<file path="src/rtl/halt_mon_pkg.sv">
// Shared types and constants for the halt/drain monitor: FSM state encoding and halt opcodes.
package halt_mon_pkg;

  typedef enum logic [1:0] {
    RUN     = 2'd0,
    DRAIN   = 2'd1,
    DONE    = 2'd2,
    TIMEOUT = 2'd3
  } state_t;

  localparam logic [31:0] HALT_EBREAK = 32'h0010_0073;
  localparam logic [31:0] HALT_ECALL  = 32'h0000_0073;

endpackage

</file>
<file path="src/rtl/halt_match.sv">
// Combinational halt-opcode decoder for the fetch stage.
// Define HALT_ECALL_EN to treat ECALL as a halt in addition to EBREAK.
import halt_mon_pkg::*;

module halt_match (
  input  logic        fetch_valid,
  input  logic [31:0] instr_f,
  output logic        hit
);

  always_comb begin
`ifdef HALT_ECALL_EN
    hit = fetch_valid && ((instr_f == HALT_EBREAK) || (instr_f == HALT_ECALL));
`else
    hit = fetch_valid && (instr_f == HALT_EBREAK);
`endif
  end

endmodule

</file>
<file path="src/rtl/halt_drain_monitor.sv">
// Halt detection and pipeline-drain controller with a saturating cycle counter and optional watchdog.
// Halt encodings are widened by HALT_ECALL_EN (see halt_match).
import halt_mon_pkg::*;

module halt_drain_monitor #(
  parameter int XLEN           = 32,
  parameter int DRAIN_CYCLES   = 5,
  parameter int CNT_W          = 32,
  parameter int TIMEOUT_CYCLES = 0
) (
  input  logic             clk,
  input  logic             rst,
  input  logic             fetch_valid,
  input  logic [31:0]      instr_f,
  input  logic [XLEN-1:0]  pc_f,
  output logic             halt_seen,
  output logic             drain_active,
  output logic             done,
  output logic             timeout,
  output logic [XLEN-1:0]  halt_pc,
  output logic [CNT_W-1:0] cycle_count,
  output logic [1:0]       state
);

  localparam int DCNT_W = (DRAIN_CYCLES > 0) ? $clog2(DRAIN_CYCLES + 1) : 1;
  localparam logic [DCNT_W-1:0] DRAIN_LAST  = DCNT_W'(DRAIN_CYCLES - 1);
  localparam logic [CNT_W-1:0]  TIMEOUT_VAL = CNT_W'(TIMEOUT_CYCLES);
  localparam logic [CNT_W-1:0]  CNT_MAX     = '1;
  localparam bit                WDOG_EN     = (TIMEOUT_CYCLES != 0);

  state_t            state_q;
  logic [DCNT_W-1:0] drain_cnt;
  logic              halt_hit;
  logic              wdog_fire;
  logic              cnt_en;

  halt_match u_match (
    .fetch_valid (fetch_valid),
    .instr_f     (instr_f),
    .hit         (halt_hit)
  );

  // The count freezes on the edge that enters TIMEOUT, so it reads exactly TIMEOUT_CYCLES there.
  always_comb begin
    wdog_fire = WDOG_EN && (cycle_count == TIMEOUT_VAL);
    cnt_en    = (state_q == DRAIN) || ((state_q == RUN) && (halt_hit || !wdog_fire));
  end

  always_ff @(posedge clk) begin
    if (!rst) begin
      state_q      <= RUN;
      drain_cnt    <= '0;
      halt_pc      <= '0;
      cycle_count  <= '0;
      halt_seen    <= 1'b0;
      drain_active <= 1'b0;
      done         <= 1'b0;
      timeout      <= 1'b0;
    end else begin
      if (cnt_en && (cycle_count != CNT_MAX))
        cycle_count <= cycle_count + CNT_W'(1);

      case (state_q)
        RUN: begin
          if (halt_hit) begin
            halt_pc   <= pc_f;
            drain_cnt <= '0;
            halt_seen <= 1'b1;
            if (DRAIN_CYCLES == 0) begin
              state_q <= DONE;
              done    <= 1'b1;
            end else begin
              state_q      <= DRAIN;
              drain_active <= 1'b1;
            end
          end else if (wdog_fire) begin
            state_q <= TIMEOUT;
            timeout <= 1'b1;
            done    <= 1'b1;
          end
        end
        DRAIN: begin
          drain_cnt <= drain_cnt + DCNT_W'(1);
          if (drain_cnt == DRAIN_LAST) begin
            state_q      <= DONE;
            drain_active <= 1'b0;
            done         <= 1'b1;
          end
        end
        default: begin
        end
      endcase
    end
  end

  assign state = state_q;

endmodule

</file>
<file path="config.mk">
export PLATFORM = sky130hd
export DESIGN_NAME = halt_drain_monitor
export DESIGN_NICKNAME = d
export VERILOG_FILES = /design/src/rtl/halt_mon_pkg.sv /design/src/rtl/halt_match.sv /design/src/rtl/halt_drain_monitor.sv
export SDC_FILE = /design/constraint.sdc
export NUM_CORES = 1
export LEC_CHECK = 0
export BUFFER_PORTS_ARGS = -buffer_cell sky130_fd_sc_hd__buf_2
export CORE_ASPECT_RATIO = 0.6
export CORE_UTILIZATION = 25
export CTS_CLUSTER_DIAMETER = 200
export DETAILED_ROUTE_END_ITERATION = 8
export PLACE_DENSITY = 0.53
export SYNTH_ARGS = -nofsm -noshare
export SYNTH_HDL_FRONTEND = slang
export SYNTH_SLANG_ARGS = --single-unit
export TNS_END_PERCENT = 1
</file>
<file path="constraint.sdc">
create_clock -name clk -period 1.9 [get_ports clk]
set_input_delay 0.095 -clock clk [delete_from_list [all_inputs] [get_ports clk]]
set_output_delay 0.095 -clock clk [all_outputs]
set_load 0.05 [all_outputs]
</file>
## Word-level counts from Yosys, hierarchy flattened

Cells that the tools add are included.
Widths: inputs -> output; s select.

| cells by class | value |
|---|---|
| equality and inequality tests | 6 |
| multiplexer cells | 8 |
| reduce and logical (&&, ||, !) cells | 9 |
| add/subtract/negate cells | 2 |

Operators by type and width:

| operator | number |
|---|---|
| $add 32x1->32 const B | 1 |
| $eq 32x21->1 const B | 1 |
| $ne 32x32->1 const B | 1 |
| $pmux 3 s2 | 1 |
| $reduce_and 2->1 | 3 |
| $mux 2 | 2 |
| $pmux 2 s2 | 1 |
| $add 3x1->3 const B | 1 |
| $eq 3x3->1 const B | 1 |
| $mux 3 | 1 |
| $reduce_and 3->1 | 1 |
| $eq 2x1->1 const B | 1 |
| $logic_and 1x1->1 | 2 |
| $logic_not 2->1 | 1 |
| $mux 1 | 2 |
| $ne 2x1->1 const B | 1 |
| $ne 2x2->1 const B | 1 |
| $pmux 1 s2 | 1 |
| $reduce_bool 2->1 | 1 |
| $logic_or 1x1->1 | 1 |

| word-level totals | value |
|---|---|
| bits of input ports | 67 |
| output and inout bits | 70 |
| logic and storage cells | 32 |
| register bits after elaboration | 72 |

## Logic depth before layout (Yosys ltp)

Gate-level depths: netlist (run 1).

| logic depth | value |
|---|---|
| depth after elaboration | 4 |
| mapped depth | 8 |
| mapped depth without buffers | 6 |

## Cells and area by module

From an unflattened synthesis (run 1), not the netlist that was laid out.

| unflattened totals | value |
|---|---|
| cells, all modules | 384 |
| area, all modules | 3093.0 um^2 |

Modules (own cells, without submodules):

| module | cells each | instances | area each (um^2) | sequential area each (um^2) |
|---|---|---|---|---|
| halt_drain_monitor | 370 | 1 | 3000.4 | 1421.4 |
| halt_match | 14 | 1 | 92.6 | 0.0 |

## Least setup slack after synthesis (run 1)

OpenSTA, ideal clock, no wires.

| timing | value |
|---|---|
| path type | reg2reg |
| from | register cycle_count[0] |
| to | register cycle_count[31] |
| arrival time | 2110 ps |
| slack | -280 ps |
| stages on the path, launching flop included | 8 |
| path through | dfxtp_1 > ha_1 > and2_1 > and3_4 > buf_6 > a31o_1 > or4_1 > a21oi_1 |

| between the ends | value |
|---|---|
| cells in the longest elaborated chain, start to end | 2 |

RTL lines:

| item | RTL line | RTL |
|---|---|---|
| start: declaration | halt_drain_monitor.sv:21 | `output logic [CNT_W-1:0] cycle_count,` |
| start signal: assignment | halt_drain_monitor.sv:61 | `cycle_count <= cycle_count + CNT_W'(1);` |
| branches (longest 2 deep; another with $add 32x1->32) | - |  |

Several ways; the timed one is not identified.
A chain may end at the register's enable or synchronous reset.

## Final worst setup path (run 1)

| timing | value |
|---|---|
| from | register cycle_count[20] |
| to | register cycle_count[31] |

Same word-level chain as after synthesis.

==> impl_metrics.ini, run 1 <==
[outcome]
status = complete, no violations

[detailed_routing]
wirelength_mm = 9.30
drt-vias-per-instance = 4.42
drtPass1Iterations = 4
wire_per_inst_um = 13.5
via_count = 3037
final_antenna_net_count = 0
drc = 0
drtIter0Drc = 126

[power]
vdd_drop_max_mv = 0.393
p_int_w = 0.00262
swShare_pct = 22.8
power.leakage_nw = 2.08
clkPwrFrac_pct = 50.0
combPwrFrac_pct = 5.7
switchingPower_w = 0.000771
power.density_nw_per_um2 = 702
seqPwrFrac_pct = 44.3

[worst_setup_path]
end_kind = flop
path_max_fanout = 6
worstSetupPathType = reg2reg
setup.worst_path.start = cycle_count[20]
start_kind = flop
r2r_start = cycle_count[20]
worstPathArrival_ns = 2.11
cp.required_ns = 2.16

[logic_synthesis]
netlist_area_um2 = 3230
synth_area_leaders = dfxtp_1 (44%), mux2i_1 (12%), nor2_1 (6.3%), xnor2_1 (4.1%), nand2_1 (2.7%)
synth_edf_count = 0
synth_fp_nets = 413
yosys.area.top_type = dfxtp_1
synth.top_cell.area_share_pct = 44.0
ys_ff_latch = 71
synthArstFlopShare_pct = 0
synth.distinct_cells = 48
yosysWarnings = 0
postSynthAreaPerCell_um2 = 9.42
synth_flop_cell = dfxtp_1
seq_area_frac_synth_pct = 44.0
netlist_instances = 343

[sta]
max_freq_mhz = 539
fin_crit_ns = 1.85
final.setup.worst_slack_ns = 0.0461
drv_slew = 0
post-route-period-util_pct = 97.6
finalClockSkew_ns = 0.00487
rsz0062_at_grt = true
hold_violations = 0
setup_viol = 0

[placement]
dp_hpwl_mm = 6.74
pre_cts_slack_ns = -0.00157
place_congestion = 0.800
io_buffers = 135

[floorplan]
die_height_um = 90.1
coreArea_um2 = 12300
die_x_um = 149
top_level_ports = 137
num_rows = 31
initial_utilization_pct = 26.2
die-area_um2 = 13400

[grt]
antenna_found_initial = 0
grt_usage_pct = 13.9
grt_max_degree = 38
globalRouteOverflowTotal = 0
grt_pass1_vias = 2913
grt_pass1_wl_mm = 14.7

[run]
max_cap_violations = 0

[finish]
drive_above_1_share_pct = 43.9
final_net_count = 587
fin_util_pct = 39.1
area_growth_pct = 49.3
diodes = 0

[hold_path]
holdCritPathClass = in2reg
hold_start = pc_f[7]

[cts]
h-tree-depth = 3
cts-buffers-inserted = 9
cts_sinks = 71
cts_buffer_depth = 2
clk_latency_ns = 0.34
cts_tree = built
clockRootBuffer = clkbuf_16
clkSlewWorstSetupHoldPaths_ns = 0.06
cts_setup_buffers = 0
[what timing repair did]
| item | CTS | global route |
|---|---|---|
| gates resized for setup | 1 | 10 |
| endpoints found under the hold margin | 20 | 0 |
| hold buffers | 20 | 0 |
| endpoints found under the setup margin | 1 | 17 |
| pin swaps | 0 | 1 |
| cloned | 0 | 1 |
[layout by cell type (no fill, tap or decap), drive strengths merged, types with 4 or more instances in the layout]
master       Yosys  final
nand4           12     12
or3              6      6
mux2i           38     38
nand2b           6      6
a2111oi          6      6
buf             12    162
o21ai           10     10
and3             6      6
inv              5      7
clkbuf           8     10
nand3           10     10
nor3             6      6
clkinv           1      5
nand2           23     23
nor2            54     54
nor4b            4      4
a31oi            5      5
dlygate4sd3      0     20
dfxtp           71     71
nor4             7      7
xnor2           15     15
a21oi            8      8
[cells in the mapped netlist (5+ instances only)]
master	n
nand3_1	8
nand4_1	12
a21oi_1	8
nor2_1	54
or3_1	6
and3_1	5
nand2_1	23
xnor2_1	15
o21ai_0	6
nor3_1	6
nand2b_1	6
buf_4	6
mux2i_1	38
inv_1	5
clkbuf_1	8
nor4_1	6
dfxtp_1	71
[flip-flops by register name, summed over array words and instances (netlist names)]
signal / flops
halt_pc: 32
done: 1
cycle_count: 32
drain_cnt: 3
state: 2
halt_seen: 1
[layout make-up]
cell class / count / area, µm²
sequential: 71 / 1470
clock inverter: 7 / 71.3
fill: 1282 / 7510
clock buffer: 9 / 225
multi-input combinational: 246 / 1730
inverter: 6 / 22.5
tap: 165 / 206
timing repair buffer: 183 / 1110
[power groups by stage]
| stage | Combinational [W] | Clock, W | Sequential, W |
|---|---|---|---|
| finish | 0.000192 | 0.00169 | 0.00150 |
| global route | 0.000213 | 0.00180 | 0.00150 |
| CTS | 0.000194 | 0.00174 | 0.00150 |
| detailed placement | 0.000161 | 0 | 0.00153 |
| global placement | 0.000159 | 0 | 0.00153 |
| floorplan | 0.0000491 | 0 | 0.00156 |
[routing by layer]
metal	global-route usage, %	wire (µm)
met3	4.01	473
met2	20.2	3850
met1	19.6	4880
met5	0	0
met4	4.34	93
[through the flow]
step	cell area, µm²	instances	TNS [ns]	total power [W]	hold slack [ns]
floorplan	3290	343	-0.0195	0.00160	0.240
global placement	4270	650	0	0.00169	0.328
detailed placement	4270	650	-0.00157	0.00170	0.340
CTS	4760	686	0	0.00343	0.00331
global route	4820	687	-0.167	0.00351	0.0147
finish	4820	687	0	0.00339	0.00825
[cell families (layout without fill, tap and decap cells)]
kind of cell | Yosys count | after routing | share of synthesized area [%]
adder cells (fa/ha/maj) | 3 | 3 | 1.16
AO/OA/AOI/OAI | 37 | 37 | 9.10
AND/OR/NAND/NOR | 151 | 151 | 25.0
flip-flops | 71 | 71 | 44.0
multiplexers | 38 | 38 | 11.8
other | 1 | 1 | 0.116
buffers and inverters | 26 | 205 | 4.53
XOR/XNOR | 16 | 16 | 4.34
[path summary, 6_finish.rpt]
path	endpoint	slack, ns	cells after the start
setup / recovery	cycle_count[31]	0.05	5
hold / removal	halt_pc[7]	0.008	3
setup reg to reg	cycle_count[31]	0.05	5
hold reg to reg	done	0.47	2
[critical path: stages (launching register included)]
cell and delay, ns:
dfxtp_2 0.38, and4_1 0.30, nand3_1 0.16, or3_4 0.37, or4_1 0.40, a21oi_1 0.16
Power figures use the tool's default switching activity.
==> run 2, diff against run 1 <==
--- a/config.mk
+++ b/config.mk
@@ -6,11 +6,11 @@
 export NUM_CORES = 1
 export LEC_CHECK = 0
 export BUFFER_PORTS_ARGS = -buffer_cell sky130_fd_sc_hd__buf_2
-export CORE_ASPECT_RATIO = 0.6
-export CORE_UTILIZATION = 25
+export CORE_ASPECT_RATIO = 1.2
+export CORE_UTILIZATION = 42
 export CTS_CLUSTER_DIAMETER = 200
 export DETAILED_ROUTE_END_ITERATION = 8
-export PLACE_DENSITY = 0.53
+export PLACE_DENSITY = 0.78
 export SYNTH_ARGS = -nofsm -noshare
 export SYNTH_HDL_FRONTEND = slang
 export SYNTH_SLANG_ARGS = --single-unit
==> impl_metrics.ini, run 2 (synthesis gave the netlist of run 1 again) <==
[detailed_routing]
drc = 0
drtPass1Iterations = 4
drtIter0Drc = 100
via_count = 3177
wire_per_inst_um = 14.5
drt-vias-per-instance = 5.23
wirelength_mm = 8.79
final_antenna_net_count = 0

[power]
combPwrFrac_pct = 6.9
power.leakage_nw = 1.97
clkPwrFrac_pct = 42.3
vdd_drop_max_mv = 0.414
seqPwrFrac_pct = 50.9
p_int_w = 0.00222
switchingPower_w = 0.000729
swShare_pct = 24.7
power.density_nw_per_um2 = 641

[cts]
cts_sinks = 71
clockRootBuffer = clkbuf_8
clkSlewWorstSetupHoldPaths_ns = 0.08
clk_latency_ns = 0.35
cts_tree = built
cts-buffers-inserted = 9
cts_buffer_depth = 2
h-tree-depth = 3

[grt]
grt_pass1_wl_mm = 14.3
grt_max_degree = 52
grtUsageMet2_pct = 40.1
grtUsageMet1_pct = 24.5
grt_pass1_vias = 3206
globalRouteOverflowTotal = 0
top_usage_layer = met2
grtUsageMet3_pct = 6.26
grt_usage_pct = 22.8
antenna_found_initial = 0

[hold_path]
hold_depth = 3
holdCritPathClass = in2reg

[floorplan]
initial_utilization_pct = 43.9
die-area_um2 = 8050
die_x_um = 82.1
die_height_um = 98.1
top_level_ports = 137
coreArea_um2 = 7360
num_rows = 34

[worst_setup_path]
end_kind = flop
worstSetupPathType = reg2reg
worst_r2r_path_depth = 6
cp.required_ns = 2.14
worstPathArrival_ns = 2.07
path_max_fanout = 37
start_kind = flop

[finish]
diodes = 0
final_common_cell = buf_2
mostFrequentLayoutCells = buf_2 (135), nor2_1 (54), dfxtp_1 (40)
final_net_count = 583
num-fill-cells = 606
multiInputGateArea_um2 = 1700
drive_above_1_share_pct = 41.7
stdcell_area_um2 = 4610
largestRegisters = cycle_count x32, halt_pc x32, drain_cnt x3
area_growth_pct = 42.6
seqCellArea_um2 = 1470

[placement]
post_dp_cell_area_um2 = 4100
place_congestion = 0.817
io_buffers = 135
dp_hpwl_mm = 5.96

[run]
max_cap_violations = 0

[sta]
setup_viol = 0
rsz0062_at_grt = true
hold_violations = 0
max_freq_mhz = 545
hold_ws_ns = 0.0224
post-route-period-util_pct = 96.6
finalClockSkew_ns = 0.00718
fin_crit_ns = 1.84
drv_slew = 0
tns_ns = 0

[outcome]
status = complete, no violations
[run 2: critical path: stages (launching register included)]
cell and delay (ns):
dfxtp_1 0.32, nor4bb_1 0.34, nand4_1 0.16, nor3_2 0.28, buf_12 0.28, mux2i_1 0.25, nor2_1 0.07
[run 2: metal layers]
metal | wire, µm | share of wire (%) | vias to the layer above
met5 | 0 | 0 | -
met2 | 4510 | 51 | 106
li1 | - | - | 1552
met3 | 522 | 5.9 | 19
met4 | 210 | 2.4 | 0
met1 | 3550 | 40 | 1500
[run 2: final cells by class]
class / instances / area share [%]
multi-input combinational: 246 / 36.9
sequential: 71 / 31.8
timing repair buffer: 179 / 23.9
clock buffer: 9 / 2.69
tap: 90 / 2.44
clock inverter: 7 / 1.71
inverter: 6 / 0.489
[run 2: worst paths after layout]
| path | from | end | slack (ns) |
|---|---|---|---|
| worst max-delay path | state[0] | halt_pc[19] | 0.06 |
| worst min-delay path | pc_f[9] | halt_pc[9] | 0.02 |
| worst max register to register | state[0] | halt_pc[19] | 0.06 |
| worst min register to register | cycle_count[16] | cycle_count[16] | 0.47 |
[run 2: per-stage QoR]
stage / setup slack [ns] / instances / utilization, % / total power (W)
2_1_floorplan: -0.0195 / 343 / - / 0.00160
4_1_cts: 0.0219 / 608 / 62.3 / 0.00299
3_5_place_dp: 0.0471 / 564 / 55.8 / 0.00169
6_report: 0.0646 / 608 / 62.6 / 0.00295
3_3_place_gp: 0.0779 / 564 / 55.8 / 0.00169
5_1_grt: -0.0132 / 608 / 62.6 / 0.00307
[run 2: timing repair]
action                                 in CTS  in global routing
setup endpoints to repair                   0                  7
setup buffers                               0                  0
gates resized for setup                     0                  6
endpoints found under the hold margin      28                  0
hold buffers                               28                  0
[run 2: power groups by stage]
stage	Combinational [W]	Clock [W]	Sequential [W]
finish	0.000203	0.00125	0.00150
detailed placement	0.000155	0	0.00154
CTS	0.000199	0.00128	0.00150
global route	0.000216	0.00135	0.00150
global placement	0.000151	0	0.00154
floorplan	0.0000491	0	0.00156
==> run 3, diff against run 2 <==
--- a/config.mk
+++ b/config.mk
@@ -7,10 +7,11 @@
 export LEC_CHECK = 0
 export BUFFER_PORTS_ARGS = -buffer_cell sky130_fd_sc_hd__buf_2
 export CORE_ASPECT_RATIO = 1.2
-export CORE_UTILIZATION = 42
+export CORE_UTILIZATION = 43
 export CTS_CLUSTER_DIAMETER = 200
 export DETAILED_ROUTE_END_ITERATION = 8
-export PLACE_DENSITY = 0.78
+export PLACE_DENSITY = 0.8
+export SKIP_LAST_GASP = 1
 export SYNTH_ARGS = -nofsm -noshare
 export SYNTH_HDL_FRONTEND = slang
 export SYNTH_SLANG_ARGS = --single-unit
==> impl_metrics.ini, run 3 (synthesis gave the netlist of run 1 again) <==
[finish]
num-fill-cells = 630
mostFrequentLayoutCells = buf_2 (135), nor2_1 (54), dfxtp_1 (40)
fin_util_pct = 63.6
diodes = 0
stdcell_area_um2 = 4630
area_growth_pct = 43.3
final_common_cell = buf_2
largestRegisters = cycle_count x32, halt_pc x32, drain_cnt x3
final_net_count = 586
drive_above_1_share_pct = 41.7

[worst_setup_path]
cp.required_ns = 2.13
regToRegSetupSlack_ns = 0.06
worstSetupPathType = reg2reg
crit_buf_inv = 1
critical-path-top-delay-family = simple AND/OR/NAND/NOR gates
slowest_delay_ns = 0.39
path_max_fanout = 15
worstPathArrival_ns = 2.07
path_cells = nor4b_2, nand4_1, nor3_4, clkbuf_16, mux2i_1, nor2_1
end_kind = flop
cp_slowest_cell = dfxtp_2
start_kind = flop

[detailed_routing]
wirelength_mm = 9.34
wire_per_inst_um = 15.3
drt-vias-per-instance = 5.28
drtPass1Iterations = 4
final_antenna_net_count = 0
drc = 0
drtIter0Drc = 146
via_count = 3227

[grt]
grt_pass1_wl_mm = 14.5
grt_pass1_vias = 3161
globalRouteOverflowTotal = 0
antenna_found_initial = 0
grt_usage_pct = 23.9
grt_max_degree = 33

[cts]
clockRootBuffer = clkbuf_8
cts_tree = built
clkSlewWorstSetupHoldPaths_ns = 0.09
cts_buffer_depth = 2
cts-buffers-inserted = 9
h-tree-depth = 3
cts_sinks = 71
clk_latency_ns = 0.35

[floorplan]
die_x_um = 81.1
top_level_ports = 137
coreArea_um2 = 7270
num_rows = 34
initial_utilization_pct = 44.4
die-area_um2 = 7870
die_height_um = 97.0

[sta]
tns_ns = 0
max_freq_mhz = 543
drv_slew = 0
post-route-period-util_pct = 96.8
finalClockSkew_ns = 0.0134
fin_crit_ns = 1.84
rsz0062_at_grt = true
final.setup.worst_slack_ns = 0.0601
hold_violations = 0
setup_viol = 0

[placement]
io_buffers = 135
place_congestion = 0.797
post_dp_cell_area_um2 = 4080
dp_hpwl_mm = 5.92
pre_cts_slack_ns = 0.0260

[outcome]
status = complete, no violations

[power]
vdd_drop_max_mv = 0.467
power.density_nw_per_um2 = 620
power.leakage_nw = 1.98

[run]
max_cap_violations = 0

[hold_path]
holdCritPathClass = in2reg
==> run 3: per-layer routing <==
layer	GRT usage, %	vias up	part of all wire [%]
li1	-	1567	-
met5	0	-	0
met4	12.1	0	2.8
met3	5.57	22	5.8
met1	26.3	1517	41
met2	41.6	121	51
==> run 3: layout make-up <==
cell class | instances | area (µm²) | area share [%]
Sequential cell | 71 | 1470 | 31.6
Tap cell | 90 | 113 | 2.43
Multi-Input combinational cell | 246 | 1720 | 37.1
Timing Repair Buffer | 182 | 1130 | 24.4
Clock inverter | 7 | 61.3 | 1.32
Clock buffer | 9 | 124 | 2.68
Inverter | 6 | 22.5 | 0.486
==> run 3: final timing paths <==
| path | startpoint | cells after the start | to |
|---|---|---|---|
| min reg2reg | cycle_count[5] | 2 | cycle_count[5] |
| max reg2reg | state[1] | 6 | halt_pc[12] |
| min | pc_f[24] | 3 | halt_pc[24] |
| max | state[1] | 6 | halt_pc[12] |
==> run 3: tightest hold or removal path, stage by stage <==
cell and delay (ns):
buf_2 0.07, mux2i_1 0.05, nor2_1 0.09
==> run 3: repair_timing <==
action	in CTS	in global routing
endpoints found under the hold margin	31	0
gates resized for setup	0	9
endpoints found under the setup margin	0	38
setup buffers	0	0
hold buffers	31	0
==> run 3: power by group <==
part	internal (W)	leakage, nW	switching (W)	total, W
sequential	0.00149	0.588	0.00000975	0.00150
combinational	0.000113	1.30	0.0000965	0.000209
clock	0.000499	0.0888	0.000662	0.00116
==> run 3: through the flow <==
| step | total power (W) | hold WS (ns) | cells |
|---|---|---|---|
| floorplan | 0.00160 | 0.240 | 343 |
| global placement | 0.00168 | 0.327 | 563 |
| detailed placement | 0.00169 | 0.336 | 563 |
| CTS | 0.00288 | 0.0116 | 610 |
| global route | 0.00297 | 0.0319 | 611 |
| finish | 0.00287 | 0.00596 | 611 |
